**src/rtl/pipeline_ctrl_pkg.sv**
```systemverilog
// Shared types and constants for the pipeline hazard controller.
// State encodings are visible on the STATE output, so the values are fixed.
package pipeline_ctrl_pkg;

   localparam int unsigned CntWDefault = 16;

   typedef enum logic [1:0] {
      StRun     = 2'd0,
      StMcWait  = 2'd1,
      StMemWait = 2'd2
   } ctrl_state_e;

   typedef struct packed {
      logic pc_hold;
      logic if_id_hold;
      logic id_ex_hold;
      logic ex_mem_hold;
      logic mem_wb_hold;
      logic if_id_flush;
      logic id_ex_bubble;
      logic ex_mem_bubble;
   } pipe_ctrl_t;

   localparam pipe_ctrl_t PipeCtrlNone = '0;

endpackage

```
**src/rtl/load_use_detector.sv**
```systemverilog
// Combinational load-use hazard detector: a load in EX writing a register
// that the instruction in ID actually reads. x0 never creates a hazard.
module load_use_detector (
   input  logic       ex_mem_read_i,
   input  logic [4:0] ex_rd_i,
   input  logic [4:0] id_rs1_i,
   input  logic [4:0] id_rs2_i,
   input  logic       id_uses_rs1_i,
   input  logic       id_uses_rs2_i,
   output logic       hazard_o
);

   logic rd_nonzero;
   logic rs1_match;
   logic rs2_match;

   always_comb begin
      rd_nonzero = (ex_rd_i != 5'd0);
      rs1_match  = id_uses_rs1_i && (id_rs1_i == ex_rd_i);
      rs2_match  = id_uses_rs2_i && (id_rs2_i == ex_rd_i);
      hazard_o   = ex_mem_read_i && rd_nonzero && (rs1_match || rs2_match);
   end

endmodule

```
**src/rtl/pipeline_hazard_controller.sv**
```systemverilog
// Five-stage pipeline hazard controller: memory freeze, multicycle wait,
// branch flush and load-use stall, with saturating performance counters.
module pipeline_hazard_controller
   import pipeline_ctrl_pkg::*;
#(
   parameter int unsigned CNT_W = CntWDefault
) (
   input  logic             clk_i,
   input  logic             rst_ni,
   input  logic [4:0]       id_rs1_i,
   input  logic [4:0]       id_rs2_i,
   input  logic             id_uses_rs1_i,
   input  logic             id_uses_rs2_i,
   input  logic [4:0]       ex_rd_i,
   input  logic             ex_mem_read_i,
   input  logic             ex_branch_taken_i,
   input  logic             ex_mc_start_i,
   input  logic             ex_mc_done_i,
   input  logic             imem_busywait_i,
   input  logic             dmem_busywait_i,
   input  logic             cnt_clear_i,
   output logic             pc_hold_o,
   output logic             if_id_hold_o,
   output logic             id_ex_hold_o,
   output logic             ex_mem_hold_o,
   output logic             mem_wb_hold_o,
   output logic             if_id_flush_o,
   output logic             id_ex_bubble_o,
   output logic             ex_mem_bubble_o,
   output logic [1:0]       state_o,
   output logic [CNT_W-1:0] stall_cycles_o,
   output logic [CNT_W-1:0] flush_count_o
);

   localparam logic [CNT_W-1:0] CntOne = {{(CNT_W-1){1'b0}}, 1'b1};

   ctrl_state_e      state_q, state_d;
   ctrl_state_e      saved_q, saved_d;
   logic [CNT_W-1:0] stall_q, stall_d;
   logic [CNT_W-1:0] flush_q, flush_d;

   logic        load_use;
   logic        freeze;
   ctrl_state_e eff_state;
   logic        mc_pending;
   logic        br_flush;
   pipe_ctrl_t  ctrl;

   load_use_detector u_load_use_detector (
      .ex_mem_read_i (ex_mem_read_i),
      .ex_rd_i       (ex_rd_i),
      .id_rs1_i      (id_rs1_i),
      .id_rs2_i      (id_rs2_i),
      .id_uses_rs1_i (id_uses_rs1_i),
      .id_uses_rs2_i (id_uses_rs2_i),
      .hazard_o      (load_use)
   );

   // Once memory releases, the cycle behaves as the state that was frozen.
   always_comb begin
      freeze     = imem_busywait_i || dmem_busywait_i;
      eff_state  = (state_q == StMemWait) ? saved_q : state_q;
      mc_pending = !ex_mc_done_i &&
                   ((eff_state == StMcWait) || ((eff_state == StRun) && ex_mc_start_i));
   end

   always_comb begin
      ctrl     = PipeCtrlNone;
      br_flush = 1'b0;
      if (!rst_ni) begin
         ctrl = PipeCtrlNone;
      end else if (freeze) begin
         ctrl.pc_hold     = 1'b1;
         ctrl.if_id_hold  = 1'b1;
         ctrl.id_ex_hold  = 1'b1;
         ctrl.ex_mem_hold = 1'b1;
         ctrl.mem_wb_hold = 1'b1;
      end else if (mc_pending) begin
         ctrl.pc_hold       = 1'b1;
         ctrl.if_id_hold    = 1'b1;
         ctrl.id_ex_hold    = 1'b1;
         ctrl.ex_mem_bubble = 1'b1;
      end else if (ex_branch_taken_i) begin
         ctrl.if_id_flush  = 1'b1;
         ctrl.id_ex_bubble = 1'b1;
         br_flush          = 1'b1;
      end else if (load_use) begin
         ctrl.pc_hold      = 1'b1;
         ctrl.if_id_hold   = 1'b1;
         ctrl.id_ex_bubble = 1'b1;
      end
   end

   always_comb begin
      pc_hold_o       = ctrl.pc_hold;
      if_id_hold_o    = ctrl.if_id_hold;
      id_ex_hold_o    = ctrl.id_ex_hold;
      ex_mem_hold_o   = ctrl.ex_mem_hold;
      mem_wb_hold_o   = ctrl.mem_wb_hold;
      if_id_flush_o   = ctrl.if_id_flush;
      id_ex_bubble_o  = ctrl.id_ex_bubble;
      ex_mem_bubble_o = ctrl.ex_mem_bubble;
      state_o         = state_q;
      stall_cycles_o  = stall_q;
      flush_count_o   = flush_q;
   end

   // Only RUN or MC_WAIT is ever recorded; a freeze extending MEM_WAIT keeps it.
   always_comb begin
      state_d = state_q;
      saved_d = saved_q;
      if (freeze) begin
         if (state_q != StMemWait) begin
            saved_d = state_q;
         end
         state_d = StMemWait;
      end else if (ex_mc_done_i) begin
         state_d = StRun;
      end else if (mc_pending) begin
         state_d = StMcWait;
      end else begin
         state_d = StRun;
      end
   end

   always_comb begin
      stall_d = stall_q;
      flush_d = flush_q;
      if (cnt_clear_i) begin
         stall_d = '0;
         flush_d = '0;
      end else begin
         if (ctrl.pc_hold && !br_flush && (stall_q != '1)) begin
            stall_d = stall_q + CntOne;
         end
         if (br_flush && (flush_q != '1)) begin
            flush_d = flush_q + CntOne;
         end
      end
   end

   always_ff @(posedge clk_i or negedge rst_ni) begin
      if (!rst_ni) begin
         state_q <= StRun;
         saved_q <= StRun;
         stall_q <= '0;
         flush_q <= '0;
      end else begin
         state_q <= state_d;
         saved_q <= saved_d;
         stall_q <= stall_d;
         flush_q <= flush_d;
      end
   end

endmodule

```
**config.mk**
```make
export PLATFORM = sky130hd
export DESIGN_NAME = pipeline_hazard_controller
export DESIGN_NICKNAME = d
export VERILOG_FILES = /design/src/rtl/pipeline_ctrl_pkg.sv /design/src/rtl/load_use_detector.sv /design/src/rtl/pipeline_hazard_controller.sv
export SDC_FILE = /design/constraint.sdc
export NUM_CORES = 1
export LEC_CHECK = 0
export CORE_MARGIN = 2
export CORE_UTILIZATION = 41
export DETAILED_ROUTE_END_ITERATION = 6
export GPL_TIMING_DRIVEN = 0
export PLACE_DENSITY = 0.85
export SYNTH_ARGS = -nofsm -noshare
export SYNTH_HDL_FRONTEND = slang
export SYNTH_SLANG_ARGS = --single-unit
```
**constraint.sdc**
```tcl
create_clock -name clk_i -period 2.1 [get_ports clk_i]
set_clock_uncertainty 0.05 [all_clocks]
set_input_delay 0.63 -clock clk_i [delete_from_list [all_inputs] [get_ports clk_i]]
set_output_delay 0.63 -clock clk_i [all_outputs]
set_load 0.1 [all_outputs]
```
==> results of run 1 <==
## power breakdown
group | internal [mW] | switching [mW] | total (mW)
clock network | 0.352 | 0.253 | 0.606
logic | 0.178 | 0.256 | 0.433
registers | 0.709 | 0.0153 | 0.724
total | 1.24 | 0.524 | 1.76
## what timing repair did
item,CTS,global route
setup buffers,16,4
pin swaps,38,17
hold buffers,0,0
gates cloned,2,0
gates resized for setup,275,40
endpoints found under the setup margin,74,36
## cell usage after synthesis, types with 2 or more instances
master,n,share of area
or3_1,15,0.046
o31ai_1,3,0.011
nand2b_1,2,0.0061
nand4_1,10,0.031
o21ai_0,15,0.037
mux2i_1,3,0.015
xor2_1,14,0.060
and3_1,10,0.031
nand2_1,11,0.020
nor3_1,4,0.0098
buf_4,3,0.011
nand3_1,8,0.020
a211oi_1,4,0.015
clkbuf_1,3,0.0055
inv_1,5,0.0092
and4_1,2,0.0086
ha_1,2,0.012
nor3b_1,3,0.011
dfrtp_1,36,0.44
or4_1,3,0.011
a21oi_1,19,0.047
and2_1,5,0.015
nor4_1,4,0.012
buf_2,2,0.0049
nor2_1,23,0.042
xnor2_1,4,0.017
## per-stage QoR
| stage | hold slack [ns] | util | std cells | worst slack (ns) |
|---|---|---|---|---|
| after detailed placement | 0.461 | 0.628 | 360 | -1.99 |
| after global placement | 0.456 | 0.629 | 360 | -2.92 |
| after floorplan | 0.284 | - | 226 | -0.993 |
| after CTS | 0.127 | 0.726 | 384 | -0.605 |
| final | 0.129 | 0.757 | 386 | -0.633 |
| after global routing | 0.130 | 0.757 | 386 | -0.714 |
## sequential cells by signal, indices dropped and copies added, names as in the netlist
name	count
state_o	2
saved_q	2
stall_cycles_o	16
flush_count_o	16
## layout make-up
type,count,share of cell area
inverter,6,0.00869
clock inverter,2,0.00973
buffer,8,0.0257
multi-input combinational,176,0.394
clock buffer,6,0.0202
sequential,36,0.263
tap,67,0.0233
timing repair buffer,85,0.255
## layout by cell type, fill, tap and decap left out, types with 3 or more instances in the layout
cell,n
nor2_1,19
buf_6,15
dfrtp_2,26
dfrtp_1,6
buf_4,12
nor4_2,3
dlygate4sd2_1,5
or3_4,6
and2_1,3
and3_1,6
buf_12,7
nand2_1,11
o21ai_1,5
xor2_1,13
inv_1,3
o21ai_2,7
or3_1,9
dfrtp_4,4
mux2i_1,3
and3_4,4
clkdlybuf4s50_1,3
xnor2_1,4
a21oi_1,8
nand4_1,10
clkdlybuf4s15_2,33
buf_2,7
nand3_1,8
clkbuf_1,4
o21ai_0,3
a21oi_2,11
clkbuf_8,5
and2_4,3
## worst max-delay path: cells and delay by family
kind | cells | cell delay [ns]
xor gates and xnor gates | 1 | 0.16
and+or+nand+nor | 1 | 0.29
buffers and inverters | 3 | 0.40
AOI/OAI and AO/OA | 2 | 0.57
## metal layers
layer,vias up,wire [um],track usage
met3,20,298,0.0474
met2,87,3390,0.413
met5,-,0,0
li1,1011,-,-
met4,0,146,0.0893
met1,1067,2490,0.258
## cell families (layout without fill, tap and decap cells)
group | count (synthesis) | in the layout | synth area share
and+or+nand+nor | 103 | 103 | 0.276
AOI/OAI and AO/OA | 50 | 50 | 0.147
DFF | 36 | 36 | 0.441
muxes | 3 | 3 | 0.0147
xor gates and xnor gates | 18 | 18 | 0.0772
adders and majority gates | 2 | 2 | 0.0122
buffers and inverters | 14 | 107 | 0.0325
## worst max-delay path by stage
stage | slack [ns] | to | depth (start not counted) | from
CTS | -0.61 | pc_hold_o | 7 | id_rs2_i[2]
floorplan | -0.99 | pc_hold_o | 5 | ex_rd_i[4]
global route | -0.71 | id_ex_bubble_o | 8 | id_rs2_i[2]
global placement | -2.92 | if_id_flush_o | 5 | rst_ni
detailed placement | -1.99 | id_ex_bubble_o | 8 | ex_rd_i[3]
finish | -0.63 | pc_hold_o | 7 | id_rs2_i[2]
==> summary.txt, run 1 <==
Detailed routing
  – Detailed Route WL: 6.32 mm
  – Total vias in the final route: 2185
  – DR WL/cell: 16.4 um
  – Drt pass-1 iters: 4
  – Vias per cell: 5.66
  – Iter 0 DRT Violations: 136
  – DRT antenna net count: 0
  – Residual DRC: 0

Synth
  – FF+latch count, synth: 36
  – Warnings from Yosys: 0
  – Asr flop ratio synth: 1.00
  – Top FF cell, synth: dfrtp_1
  – Synthesized area: 2040 um2
  – Mapped Nets: 254
  – Syn avg cell area: 9.04 um2
  – Post-synth EDFFs: 0
  – Post-synthesis cell count: 226
  – Seq/Total Area, Yosys: 0.441
  – Post-synth cell types: 39

Global route
  – Largest net degree at the start of global routing: 41
  – Total gr overflow: 0
  – Global-route wire length before repair: 9.58 mm
  – Number of global-route vias before repair: 2121
  – Total GRT Usage: 0.227
  – Initial antenna violation count: 0

STA
  – Final setup viols: 28
  – Measured slew at the worst slew-check pin: 0.719 ns
  – Final Worst Setup Slack: -0.633 ns
  – Final hold vios: 0
  – Crit share post-route: 1.30
  – Minimum clock period after layout: 2.73 ns
  – RSZ-0062 raised after global routing: yes
  – Final Max Slew Viols: 0
  – Setup TNS: -4.41 ns
  – Slew Limit Headroom: 0.521
  – Max Clk Rate: 366 MHz

Placed design
  – Cell Area, Placed: 2990 um2
  – # port buffers: 67
  – Placer congestion estimate: 0.862
  – Dpl hpwl: 3.94 mm

Clock network
  – Clk slew on worst S/H paths: 0.08 ns
  – Clock root buffer: clkbuf_8
  – Clk buf depth: 2
  – Clock H-tree levels: 2
  – # clock sinks: 36
  – Worst-Skew Late Latency: 0.30 ns
  – Num CTS Buffers: 5
  – CTS tree: done

Final layout
  – Fin nets: 346
  – Design area: 3600 um2
  – Footprint of the multi-input gates: 1420 um2
  – Layout cells sized above 1: 0.564
  – Total area of sequential cells: 948 um2
  – P&R area growth vs syn: 76.2%
  – Antenna diodes: 0
  – Layout fillers: 321

Setup path
  – Cell chain of the critical path: buf_6 -> xor2_1 -> nor4_2 -> a32oi_2 -> o31ai_4 -> buf_12 -> buf_16
  – Crit Path Max Fanout: 3
  – Critical-path top delay cell: o31ai_4
  – Kind of end point of the critical path: output pin
  – Reg2reg end: stall_cycles_o[15]
  – CP peak stage delay: 0.36 ns
  – Setup CP Type: in -> out
  – Reg2reg setup slack: -0.16 ns
  – CP Launch Type: primary input
  – R2R depth: 8
  – Worst r2r src: stall_cycles_o[0]
  – CP arrival: 2.05 ns
  – Data required time of the worst path: 1.42 ns

Floorplanning
  – IO Count: 68
  – Die width: 74.6 um
  – Initial core utilization: 0.430
  – Area of the die: 5560 um2
  – Row count: 25
  – DIE HEIGHT: 74.6 um
  – Core Area: 4750 um2

Power
  – Total power: 1.76 mW
  – Pleak: 1.32 nW
  – PwrDens: 490 nW/um2
  – Peak supply drop: 0.320 mV

Flow run
  – Max Cap Viol: 0

Worst hold path
  – Worst min path class: in -> async

Outcome
  – Violated checks: negative setup slack
  – Status: complete, but fails checks
Power figures use the tool's default switching activity.
==> inputs of run 2 (changes only) <==
Settings changed: CORE_MARGIN 2 to unset.
==> run 2 against run 1 <==
The flow still finishes with violations (negative setup slack); design area up 2.9%; sequential cell count stayed put; critical path depth is 1 higher; routed wire length up 6.1%; clock power is 2% higher; register-to-register slack got worse by 0.02 ns; sequential power is essentially flat; total power is 2.0% higher; combinational power is 5.1% higher; first-iteration DRC count is 18% higher; critical endpoint is now id_ex_bubble_o; largest power group unchanged.
==> summary.txt, run 2 (same netlist as run 1, synthesis figures left out) <==
STA
  – Slew Limit Headroom: 0.480
  – Measured slew at the worst slew-check pin: 0.781 ns
  – Final Max Slew Viols: 0
  – Final hold vios: 0
  – Final Worst Setup Slack: -0.622 ns
  – Final setup viols: 28
  – Worst Hold Slack: 0.0778 ns
  – RSZ-0062 raised after global routing: yes
  – Minimum clock period after layout: 2.72 ns
  – Setup TNS: -4.44 ns
  – Max Clk Rate: 367 MHz
  – Crit share post-route: 1.30

Floorplanning
  – Area of the die: 5270 um2
  – Row count: 25
  – Initial core utilization: 0.430
  – DIE HEIGHT: 72.6 um
  – Core Area: 4750 um2
  – IO Count: 68
  – Die width: 72.6 um

Final layout
  – P&R area growth vs syn: 81.4%
  – Layout cells sized above 1: 0.585
  – Fin nets: 350
  – Final core occ: 0.779
  – Antenna diodes: 0
  – Most common cell after layout, fill and taps aside: clkdlybuf4s15_2
  – Most frequent cells in the layout: clkdlybuf4s15_2 (32), dfrtp_2 (26), nor2_1 (19)

Detailed routing
  – DRT antenna net count: 0
  – Iter 0 DRT Violations: 161
  – Residual DRC: 0
  – Detailed Route WL: 6.71 mm
  – DR WL/cell: 17.2 um
  – Total vias in the final route: 2200
  – Drt pass-1 iters: 4
  – Vias per cell: 5.64

Clock network
  – Clk slew on worst S/H paths: 0.08 ns
  – # clock sinks: 36
  – Clk buf depth: 2
  – Num CTS Buffers: 5
  – Clock root buffer: clkbuf_8
  – Hold_buf cts: 0
  – CTS tree: done
  – Clock H-tree levels: 2
  – Worst-Skew Late Latency: 0.30 ns

Worst hold path
  – Worst min path class: in -> async

Power
  – Peak supply drop: 0.397 mV
  – Total power: 1.80 mW
  – PwrDens: 485 nW/um2
  – Pleak: 1.38 nW

Setup path
  – Kind of end point of the critical path: output pin
  – Data required time of the worst path: 1.42 ns
  – R2R depth: 9
  – Worst r2r src: stall_cycles_o[0]
  – Setup CP Type: in -> out
  – CP arrival: 2.04 ns
  – CP Launch Type: primary input
  – Crit Path Max Fanout: 3
  – Reg2reg end: stall_cycles_o[15]
  – WP buf/inv: 2
  – CP peak stage delay: 0.24 ns
  – Critical-path top delay cell: nor4_2
  – Reg2reg setup slack: -0.18 ns
  – Cell chain of the critical path: buf_6 -> xor2_2 -> nor4_2 -> a32oi_2 -> nor2_1 -> nor2_2 -> nor3b_4 -> buf_12
  – Family with the most delay on the worst path: simple AND/OR/NAND/NOR gates

Flow run
  – Max Cap Viol: 0

Placed design
  – # port buffers: 67
  – Placer congestion estimate: 0.865
  – Pre-CTS worst setup slack: -1.97 ns
  – Dpl hpwl: 3.79 mm

Global route
  – Total GRT Usage: 0.241
  – Number of global-route vias before repair: 2103
  – Total gr overflow: 0
  – Initial antenna violation count: 0
  – Largest net degree at the start of global routing: 41
  – Global-route wire length before repair: 9.80 mm

Outcome
  – Violated checks: negative setup slack
  – Status: complete, but fails checks
==> run 2: changes by cell type in the layout (fill, tap and decap cells not counted), moves of 2 or more <==
| cell | before | now |
|---|---|---|
| buf_4 | 12 | 14 |
| buf_6 | 15 | 13 |
| buf_8 | 2 | 4 |
| o21ai_1 | 5 | 9 |
| o21ai_2 | 7 | 2 |
| or3_1 | 9 | 6 |
| or3_4 | 6 | 9 |
| xor2_1 | 13 | 11 |
| xor2_2 | 1 | 3 |
==> run 2: worst max path at each step <==
stage | from | depth (start not counted) | slack (ns) | endpoint
after CTS | id_rs2_i[2] | 8 | -0.62 | id_ex_bubble_o
after floorplan | ex_rd_i[4] | 5 | -0.99 | pc_hold_o
final | ex_rd_i[3] | 8 | -0.62 | id_ex_bubble_o
after global routing | ex_rd_i[3] | 8 | -0.71 | id_ex_bubble_o
after global placement | rst_ni | 5 | -2.93 | if_id_flush_o
after detailed placement | ex_rd_i[0] | 8 | -1.97 | id_ex_bubble_o
==> run 2: report_power, final <==
group          total, mW  switching, mW  internal [mW]
combinational      0.455          0.262          0.194
sequential         0.723         0.0142          0.709
clock              0.620          0.268          0.352
total               1.80          0.544           1.25
==> run 2: layer usage <==
layer	vias up	share of wire	GRT usage
li1	1016	-	-
met1	1072	0.38	0.291
met2	97	0.53	0.432
met3	15	0.059	0.0483
met4	0	0.025	0.0741
met5	-	0	0
==> run 2: what timing repair did <==
| item | CTS | global route |
|---|---|---|
| pin swaps | 26 | 26 |
| resized for setup | 274 | 49 |
| endpoints found under the setup margin | 74 | 35 |
| gates cloned | 3 | 1 |
| buffers inserted | 13 | 7 |
==> run 2: per-stage QoR <==
| stage | instances | area, um2 |
|---|---|---|
| after floorplan | 226 | 2240 |
| after global placement | 360 | 2990 |
| after detailed placement | 360 | 2990 |
| after CTS | 384 | 3470 |
| after global routing | 390 | 3710 |
| final | 390 | 3710 |
==> run 2: final cells by class <==
cell class / count / area (um2)
timing repair buffer: 89 / 980
multi-input combinational: 176 / 1460
inverter: 6 / 31.3
clock buffer: 5 / 68.8
clock inverter: 3 / 42.5
sequential: 36 / 948
tap: 67 / 83.8
buffer: 8 / 92.6
fill: 288 / 1050
